## src/rtl/sad_pkg.sv

```systemverilog
// Shared constants and helpers for the SAD engine datapath.
// The optional SAD_MIN_TRACK_EN feature in sad_datapath uses BLK_IDX_W.
package sad_pkg;

  localparam int PIX_W_DEF = 8;
  localparam int N_PIX_DEF = 256;
  localparam int BLK_IDX_W = 16;

  // Ceiling log2 over a bounded loop so it stays usable as a constant function.
  function automatic int clog2(input int value);
    int res;
    res = 0;
    for (int i = 0; i < 31; i++) begin
      if ((1 << i) < value) res = i + 1;
    end
    return res;
  endfunction

  localparam int ADDR_W_DEF = clog2(N_PIX_DEF);
  localparam int SUM_W_DEF  = PIX_W_DEF + ADDR_W_DEF;

endpackage

```

## src/rtl/sad_absdiff.sv

```systemverilog
// Combinational unsigned absolute difference of two pixels.
module sad_absdiff
  import sad_pkg::*;
#(
  parameter int W = PIX_W_DEF
) (
  input  logic [W-1:0] a,
  input  logic [W-1:0] b,
  output logic [W-1:0] diff
);

  // Subtracting the smaller operand from the larger one never underflows.
  assign diff = (a >= b) ? (a - b) : (b - a);

endmodule

```

## src/rtl/sad_datapath.sv

```systemverilog
// SAD datapath: read-address counter, |A-B| accumulator and result register
// driven by the SAD control FSM strobes. Define SAD_MIN_TRACK_EN to add
// running minimum-SAD tracking across blocks.
module sad_datapath
  import sad_pkg::*;
#(
  parameter  int N_PIX  = N_PIX_DEF,
  parameter  int PIX_W  = PIX_W_DEF,
  localparam int ADDR_W = clog2(N_PIX),
  localparam int SUM_W  = PIX_W + ADDR_W
) (
  input  logic                 clk,
  input  logic                 Mrst_n,
  input  logic                 rst,
  input  logic                 en,
  input  logic                 en_reg,
  input  logic [PIX_W-1:0]     a_data,
  input  logic [PIX_W-1:0]     b_data,
  output logic [ADDR_W-1:0]    addr,
  output logic                 comp,
  output logic [SUM_W-1:0]     sad,
  output logic                 sad_valid
`ifdef SAD_MIN_TRACK_EN
  ,
  output logic [SUM_W-1:0]     sad_min,
  output logic [BLK_IDX_W-1:0] blk_idx,
  output logic [BLK_IDX_W-1:0] min_idx,
  output logic                 min_upd
`endif
);

  localparam logic [ADDR_W:0] CNT_FULL = (ADDR_W + 1)'(N_PIX);
  localparam logic [ADDR_W:0] CNT_ONE  = (ADDR_W + 1)'(1);

  // One extra counter bit lets cnt park at N_PIX instead of wrapping addr to 0.
  logic [ADDR_W:0]  cnt;
  logic [SUM_W-1:0] acc;
  logic [SUM_W-1:0] sad_r;
  logic             vld;
  logic [PIX_W-1:0] diff;
  logic [SUM_W-1:0] diff_ext;

  sad_absdiff #(.W(PIX_W)) u_absdiff (
    .a    (a_data),
    .b    (b_data),
    .diff (diff)
  );

  assign diff_ext  = {{(SUM_W - PIX_W){1'b0}}, diff};
  assign addr      = cnt[ADDR_W-1:0];
  assign comp      = (cnt == CNT_FULL);
  assign sad       = sad_r;
  assign sad_valid = vld;

  // Counter and accumulator: FSM clear wins over accumulate; saturate at comp.
  always_ff @(posedge clk or negedge Mrst_n) begin
    if (!Mrst_n) begin
      cnt <= '0;
      acc <= '0;
    end else if (rst) begin
      cnt <= '0;
      acc <= '0;
    end else if (en && !comp) begin
      acc <= acc + diff_ext;
      cnt <= cnt + CNT_ONE;
    end
  end

  // NOTE: non-blocking assignments make sad_r sample acc as it was before this
  // edge, so an en_reg coinciding with en captures the pre-update sum.
  always_ff @(posedge clk or negedge Mrst_n) begin
    if (!Mrst_n) begin
      sad_r <= '0;
      vld   <= 1'b0;
    end else begin
      if (en_reg) sad_r <= acc;
      if (rst)         vld <= 1'b0;
      else if (en_reg) vld <= 1'b1;
    end
  end

`ifdef SAD_MIN_TRACK_EN
  localparam logic [BLK_IDX_W-1:0] IDX_ONE = BLK_IDX_W'(1);

  // Minimum tracking survives FSM rst; only the master reset clears it.
  always_ff @(posedge clk or negedge Mrst_n) begin
    if (!Mrst_n) begin
      sad_min <= '1;
      blk_idx <= '0;
      min_idx <= '0;
      min_upd <= 1'b0;
    end else begin
      min_upd <= 1'b0;
      if (en_reg) begin
        blk_idx <= blk_idx + IDX_ONE;
        if (acc < sad_min) begin
          sad_min <= acc;
          min_idx <= blk_idx;
          min_upd <= 1'b1;
        end
      end
    end
  end
`endif

endmodule

```

## config.mk

```make
export PLATFORM = sky130hd
export DESIGN_NAME = sad_datapath
export DESIGN_NICKNAME = d
export VERILOG_FILES = /design/src/rtl/sad_pkg.sv /design/src/rtl/sad_absdiff.sv /design/src/rtl/sad_datapath.sv
export SDC_FILE = /design/constraint.sdc
export NUM_CORES = 1
export LEC_CHECK = 0
export ABC_AREA = 1
export CORE_ASPECT_RATIO = 1.5
export CORE_UTILIZATION = 35
export DETAILED_ROUTE_END_ITERATION = 7
export GPL_TIMING_DRIVEN = 0
export SYNTH_ARGS = -nofsm -noshare
export SYNTH_HDL_FRONTEND = slang
export SYNTH_HIERARCHICAL = 1
export SYNTH_SLANG_ARGS = --single-unit
```

## constraint.sdc

```tcl
create_clock -name clk -period 2.25 [get_ports clk]
set_input_delay 0.225 -clock clk [delete_from_list [all_inputs] [get_ports clk]]
set_output_delay 0.225 -clock clk [all_outputs]
set_load 0.02 [all_outputs]
```

# After elaboration in Yosys (flattened, before gate mapping)

Index checks and enable logic that the tools add are counted.

Logic and storage cells: 21
Output and inout bits: 26
Input port bits: 21
Bits in registers: 42

Order comparisons: 1
Add/subtract/negate cells: 4
Reduce and logical (&&, ||, !) cells: 4
Eq/ne operators: 1
Multiplexer cells: 7

Operator list:

| kind                | count |
|---|---|
| $mux 16             | 2 |
| $mux 9              | 2 |
| $add 16x8->16       | 1 |
| $sub 8x8->8         | 2 |
| $add 9x1->9 const B | 1 |
| $eq 9x9->1 const B  | 1 |
| $ge 8x8->1          | 1 |
| $mux 8              | 1 |
| $reduce_bool 2->1   | 2 |
| $mux 1              | 2 |
| $logic_and 1x1->1   | 1 |
| $logic_not 1->1     | 1 |

# Logic depth before layout (Yosys ltp)

Gate-level depths: netlist of run 1.

Depth in word-level cells: 5
Depth in mapped cells: 21
Gate-level depth less buffers: 21

# Cells and area by module

The synthesis of run 1 kept the hierarchy.

Modules (own cells, without submodules):

| module       | seq. area each (µm²) | area an instance (µm²) | instances | cells an instance |
|---|---|---|---|---|
| sad_datapath | 1051.0               | 2507.4                 | 1         | 328 |
| sad_absdiff  | 0.0                  | 959.7                  | 1         | 164 |

# Least setup slack after synthesis of run 1

Ideal clock, no wire load.

Kind: input -> register
Start: input port a_data[0]
End: register acc[6]
Buffers on the path: 0
Arrival: 2458 ps
Path slack: -334 ps
Stages on the path: 20
Data required time: 2124 ps
Cells stage by stage: inv_1 > ha_1 > fa_1 > inv_1 > nand2_1 > nand2_1 > nand3_4 > nand3_2 > nand2_1 > o21ai_1 > inv_1 > fa_1 > inv_1 > nand3_1 > nand3_1 > nand2_1 > nand2_1 > nand2_1 > nand2_1 > o22ai_2

Cells in the longest elaborated chain, start to end: 5

Ends and longest elaborated chain:

| element                                          | line               | RTL |
|---|---|---|
| start: declaration                               | sad_datapath.sv:17 | `input logic [PIX_W-1:0] a_data,` |
| $sub 8x8->8 / $ge 8x8->1 (equally long branches) | sad_absdiff.sv:13  | `assign diff = (a >= b) ? (a - b) : (b - a);` |
| $mux 8 (*)                                       | sad_absdiff.sv:13  |  |
| named net diff[1]                                | sad_datapath.sv:40 | `logic [PIX_W-1:0] diff;` |
| $add 16x8->16 (*)                                | sad_datapath.sv:64 | `acc <= acc + diff_ext;` |
| $mux 16 (*)                                      | sad_datapath.sv:63 | `end else if (en && !comp) begin` |
| $mux 16 (*)                                      | sad_datapath.sv:60 | `end else if (rst) begin` |
| end signal: assignment                           | sad_datapath.sv:64 |  |
| end: declaration                                 | sad_datapath.sv:37 | `logic [SUM_W-1:0] acc;` |

Mark *: on every way through the listed nets, which the timed path passes. The rest lies on a longest branch. The select of a mux whose other input is x is not followed.
A chain may end at the register's enable or synchronous reset.

# Worst setup path after layout of run 1

Start: input port a_data[0]
End: register acc[11]

The elaborated chain is that of the path after synthesis.

==> flow_summary.yaml, run 1 <==
yosys:
  syn_inst: 492
  yosysWarnings: 6
  synthFlopType: "dfrtp_1"
  synth_top_area_share_pct: 30.3
  ys_seq_area_share_pct: 30.3
  netlist_area_um2: 3470
  syn_area_per_cell_um2: 7.05
  synth_edf_count: 0
  synth_largest_area_cell: "dfrtp_1"
  syn_nets: 541
  synth-seq-cells: 42
  ys_types: 34
  synth_area_leaders: "dfrtp_1 30%, nand2_1 17%, ha_1 9.0%"
  synthArstFlopShare_pct: 100
die:
  rows: 44
  pin_count: 47
  die_y_um: 124
  core_area_um2: 9630
  initial_core_util_pct: 36.0
  die_w_um: 83.3
  die_area_um2: 10300
global_route:
  use_met2_pct: 33.2
  grt_pass1_wl_um: 14100
  grt_max_degree: 34
  globalRouteOverflowTotal: 0
  antenna_found_initial: 0
  groute.usage.overall_pct: 17.0
  grt_pass1_vias: 3175
  grt_busiest_layer: "met2"
  grt_use_met3_pct: 1.92
  grtUsageMet1_pct: 18.4
outcome:
  status: "finished with violations"
  violations: "DRC, setup timing"
clock_tree:
  clk_pin_slew_ps: 60
  clk_latency_ps: 280
  cts_made_buffers: 5
  cts_sinks: 42
  root_buffer: "clkbuf_16"
  htreeDepth: 2
  cts_tree: "yes"
  ctsLongestPathBuffers: 2
sta:
  fin_crit_sh_pct: 103
  rsz0062_at_grt: "yes"
  min_period_ps: 2330
  fmax_mhz: 430
  hold_slack_ps: 346
  hold_viol_final: 0
  relSlewSlack_pct: 71.2
  setup_ws_ps: -76.0
  skew_ps: 4.18
  tightest_slew_ps: 432
  setup_viol: 10
  slew_viol_final: 0
drt:
  wire_per_inst_um: 12.7
  first_iter_violations: 142
  antenna_left: 0
  via_per_inst: 4.84
  drc: 2
  first_pass_iters: 6
  drt-total-wl_um: 8670
  vias: 3289
setup_path:
  crit_type: "in -> reg"
  crit_chain: "buf_8 -> inv_8 -> ha_4 -> fa_2 -> inv_2 -> nand2_2 -> nand2_4 -> buf_4 -> nand2_1 -> xor2_1 -> o21ai_2 -> ha_4 -> nand2_2 -> nand2_2 -> nand2_2 -> nand2_2 -> nand2_2 -> nand3_4 -> a21oi_2 -> nor2_1"
  cp.arrival_ps: 2500
  crit_buf_inv: 4
  required_ps: 2420
  end_kind: "register"
  crit_family: "adder cells"
  max_stage_delay_ps: 370
  worst_r2r_path_depth: 11
  slowest_stage: "fa_2"
  path_common_cell: "nand2_2"
  startpoint_type: "input port"
  critical_path.max_fanout: 4
  path_depth: 20
power:
  p_total_mw: 3.14
  powerDensity_nw_per_um2: 631
  p_leak_nw: 2.45
  peakVddDrop_uv: 559
cells_and_area:
  antenna_cells: 0
  final_util_pct: 51.6
  final_nets: 615
  fillers: 871
  area_growth_pct: 43.3
  drive_above_1_share_pct: 35.8
  final_cells: 680
placement:
  routabilityCongestion: 0.875
  placed_cells: 654
  dpl.hpwl_um: 6330
  placement.io_buffers: 46
flow_run:
  maxCapViolCount: 0
min_path:
  hp-class: "in -> async"
-- flip-flops by register name, summed over array words and instances, names as in the netlist --
signal     count
sad_valid      1
cnt            9
sad           16
acc           16
-- placed cells by master, fill, tap and decap left out, types with 10 or more instances in the layout --
cell,n
inv_1,64
inv_2,20
a21oi_2,10
ha_1,10
nand2_4,12
nand4_1,11
nor2_1,25
ha_4,14
clkdlybuf4s50_1,28
buf_4,26
dfrtp_1,42
o21ai_0,14
nand2_1,120
nand3_1,20
nand3_2,12
nand3_4,10
nand2_2,31
-- layout make-up --
class | instances | area, um^2 | area share, %
Buffer | 16 | 126 | 2.54
Multi-Input combinational cell | 346 | 2560 | 51.4
Tap cell | 115 | 144 | 2.90
Timing Repair Buffer | 68 | 613 | 12.3
Inverter | 87 | 339 | 6.82
Sequential cell | 42 | 1050 | 21.2
Clock buffer | 6 | 139 | 2.80
-- cells by family after synthesis --
logic type | after synthesis | share of synthesized area, %
AO/OA/AOI/OAI | 48 | 8.73
XOR/XNOR | 10 | 2.53
adder cells (fa/ha/maj) | 28 | 10.8
buffers and inverters | 104 | 13.3
flip-flops | 42 | 30.3
AND/OR/NAND/NOR | 260 | 34.4
-- synth_stat cells (2+ instances only) --
cell,number
buf_6,5
nor2_2,3
nand2_1,157
ha_1,25
fa_1,3
o21ai_1,9
nand4_1,11
inv_2,5
nor2_1,34
nand3_2,7
clkinv_1,2
nand2_4,2
xnor2_1,5
o22ai_2,6
buf_4,8
xor2_1,5
buf_2,2
nand2_2,4
o21ai_0,14
dfrtp_1,42
nand3_1,34
inv_1,80
a21oi_1,16
clkbuf_1,2
nor2_4,2
-- path summary, 6_finish.rpt --
path	from	endpoint	slack [ps]
setup / recovery	a_data[0]	acc[11]	-80
hold / removal	Mrst_n	cnt[0]	350
setup reg to reg	acc[0]	acc[6]	430
hold reg to reg	sad[0]	sad[0]	470
max in group asynchronous	Mrst_n	sad[1]	1450
min in group clk	sad[0]	sad[0]	470
-- power breakdown --
part	internal [mW]	switching, mW
sequential	0.833	0.0646
clock	0.428	0.262
combinational	0.703	0.847
-- repair_timing --
item / 4_1_cts / 5_1_grt
hold buffers: 1 / 0
hold endpoints to repair: 9 / 0
endpoints found under the setup margin: 15 / 15
gates cloned: 0 / 1
buffers inserted: 13 / 6
pin swaps: 42 / 42
gates resized for setup: 101 / 82
-- metrics by stage --
stage,TNS [ps],setup slack (ps),cell area [um^2]
after floorplan,-581,-78.2,3540
after global routing,-1930,-213,4970
after global placement,-20830,-982,4140
after CTS,-1180,-159,4690
final,-538,-76.0,4970
after detailed placement,-13590,-1020,4160
-- routing by layer --
metal,up-vias,routed length [um]
met2,63,4780
met4,0,249
met5,-,0
met3,21,184
li1,1675,-
met1,1530,3460
No activity file was read; power rests on OpenSTA's default activity.
==> run 2, diff against run 1 <==
- CORE_MARGIN: not set -> 4
- PLACE_DENSITY: not set -> 0.62
- clock period: 2.25 -> 1.95 ns (I/O delays scaled with it)
==> run 2 against run 1 <==
The run ends with setup timing left. Wire length decreased by 0.22%. Clock power increased by 38%. Design area decreased by 0.20%. Sequential cell count unchanged.
==> flow_summary.yaml, run 2 (same netlist as run 1, synthesis figures left out) <==
flow_run:
  maxCapViolCount: 0
global_route:
  grt_pass1_vias: 3192
  antenna_found_initial: 0
  globalRouteOverflowTotal: 0
  grt_max_degree: 38
  groute.usage.overall_pct: 15.4
  grt_pass1_wl_um: 14300
clock_tree:
  clk_latency_ps: 280
  cts_made_buffers: 5
  htreeDepth: 2
  root_buffer: "clkbuf_16"
  clk_pin_slew_ps: 60
  cts_tree: "yes"
  cts_sinks: 42
  ctsLongestPathBuffers: 2
die:
  die_w_um: 89.3
  rows: 44
  core_area_um2: 9690
  pin_count: 47
  die_y_um: 130
  die_area_um2: 11600
  initial_core_util_pct: 35.8
power:
  peakVddDrop_uv: 758
  powerDensity_nw_per_um2: 757
  p_leak_nw: 2.41
cells_and_area:
  layout_common_cells: "123 x nand2_1, 64 x inv_1, 42 x dfrtp_1"
  final_util_pct: 51.2
  final_cells: 681
  drive_above_1_share_pct: 35.5
  area_growth_pct: 43.0
  antenna_cells: 0
  layout_commonest_cell: "nand2_1"
  final_nets: 615
setup_path:
  crit_buf_inv: 5
  r2r_slack_ps: 90
  cp.arrival_ps: 2460
  end_kind: "register"
  critical_path.max_fanout: 7
  path_depth: 21
  crit_family: "simple AND/OR/NAND/NOR gates"
  path_common_cell: "nand3_4"
  crit_chain: "buf_8 -> inv_8 -> ha_4 -> fa_2 -> inv_2 -> nand2_2 -> nand2_4 -> nand3_4 -> nand3_4 -> nand2_2 -> o21ai_2 -> inv_2 -> fa_2 -> inv_2 -> nand3_4 -> nand3_4 -> nand2_2 -> nand3_4 -> nand3_2 -> nand2_1 -> nor2_1"
  max_stage_delay_ps: 370
  startpoint_type: "input port"
  crit_type: "in -> reg"
  required_ps: 2130
  worst_r2r_path_depth: 11
  slowest_stage: "fa_2"
outcome:
  status: "finished with violations"
  violations: "setup timing"
sta:
  skew_ps: 6.42
  tightest_slew_ps: 409
  fin_crit_sh_pct: 117
  hold_viol_final: 0
  rsz0062_at_grt: "yes"
  slew_viol_final: 0
  fmax_mhz: 438
  relSlewSlack_pct: 72.7
  setup_ws_ps: -336
  totalNegativeSetupSlack_ps: -3630
  setup_viol: 14
  min_period_ps: 2290
drt:
  antenna_left: 0
  wire_per_inst_um: 12.7
  wl_met3_um: 236
  routed.top_layer: "met4"
  routed-wl-met2_um: 4720
  drc: 0
  first_pass_iters: 4
  vias: 3269
  first_iter_violations: 140
  wl_met1_um: 3440
  drt-total-wl_um: 8650
  via_per_inst: 4.80
min_path:
  hp-class: "in -> async"
placement:
  routabilityCongestion: 0.826
  placed_cells: 654
  dpl.hpwl_um: 6520
  placement.io_buffers: 46
run 2: final cells by class:
cell class / count / area [um^2]
clock inverters: 1 / 30.0
clock buffers: 6 / 139
flip-flops and latches: 42 / 1050
inverters: 87 / 342
well taps: 115 / 144
fillers: 911 / 4730
multi-input cells: 346 / 2540
repair buffers: 68 / 593
plain buffers: 16 / 123
run 2: repair_timing:
item	in CTS	in global routing
resized for setup	112	69
pin swaps	48	40
cloned	1	0
hold buffers	1	0
endpoints found under the setup margin	16	16
setup buffers	13	6
hold endpoints to repair	34	0
run 2: worst paths after layout:
kind                                to  startpoint
worst min-delay path            sad[3]      Mrst_n
worst min register to register  sad[0]      sad[0]
max in group asynchronous       cnt[3]      Mrst_n
worst max register to register  acc[8]      acc[0]
min in group clk                sad[0]      sad[0]
worst max-delay path            acc[8]   a_data[0]
run 2: where the power goes:
group / internal, mW / leakage, nW / switching (mW)
clock network: 0.631 / 0.0829 / 0.320
logic: 0.799 / 1.75 / 0.965
registers: 0.960 / 0.574 / 0.0779
run 2: layer usage:
| layer | up-vias | GRT usage [%] |
|---|---|---|
| met4 | 0 | 7.01 |
| met2 | 55 | 29.1 |
| met5 | - | 0 |
| met3 | 16 | 1.45 |
| met1 | 1527 | 16.8 |
| li1 | 1671 | - |
run 2: through the flow:
step                hold slack [ps]  worst slack [ps]  cell area, um^2  power, mW
floorplan                      -101              -348             3540       1.88
global placement                455             -1240             4140       2.22
detailed placement             40.3             -1330             4160       2.25
CTS                             287              -388             4770       3.52
global route                    302              -466             4960       3.99
finish                          280              -336             4960       3.75
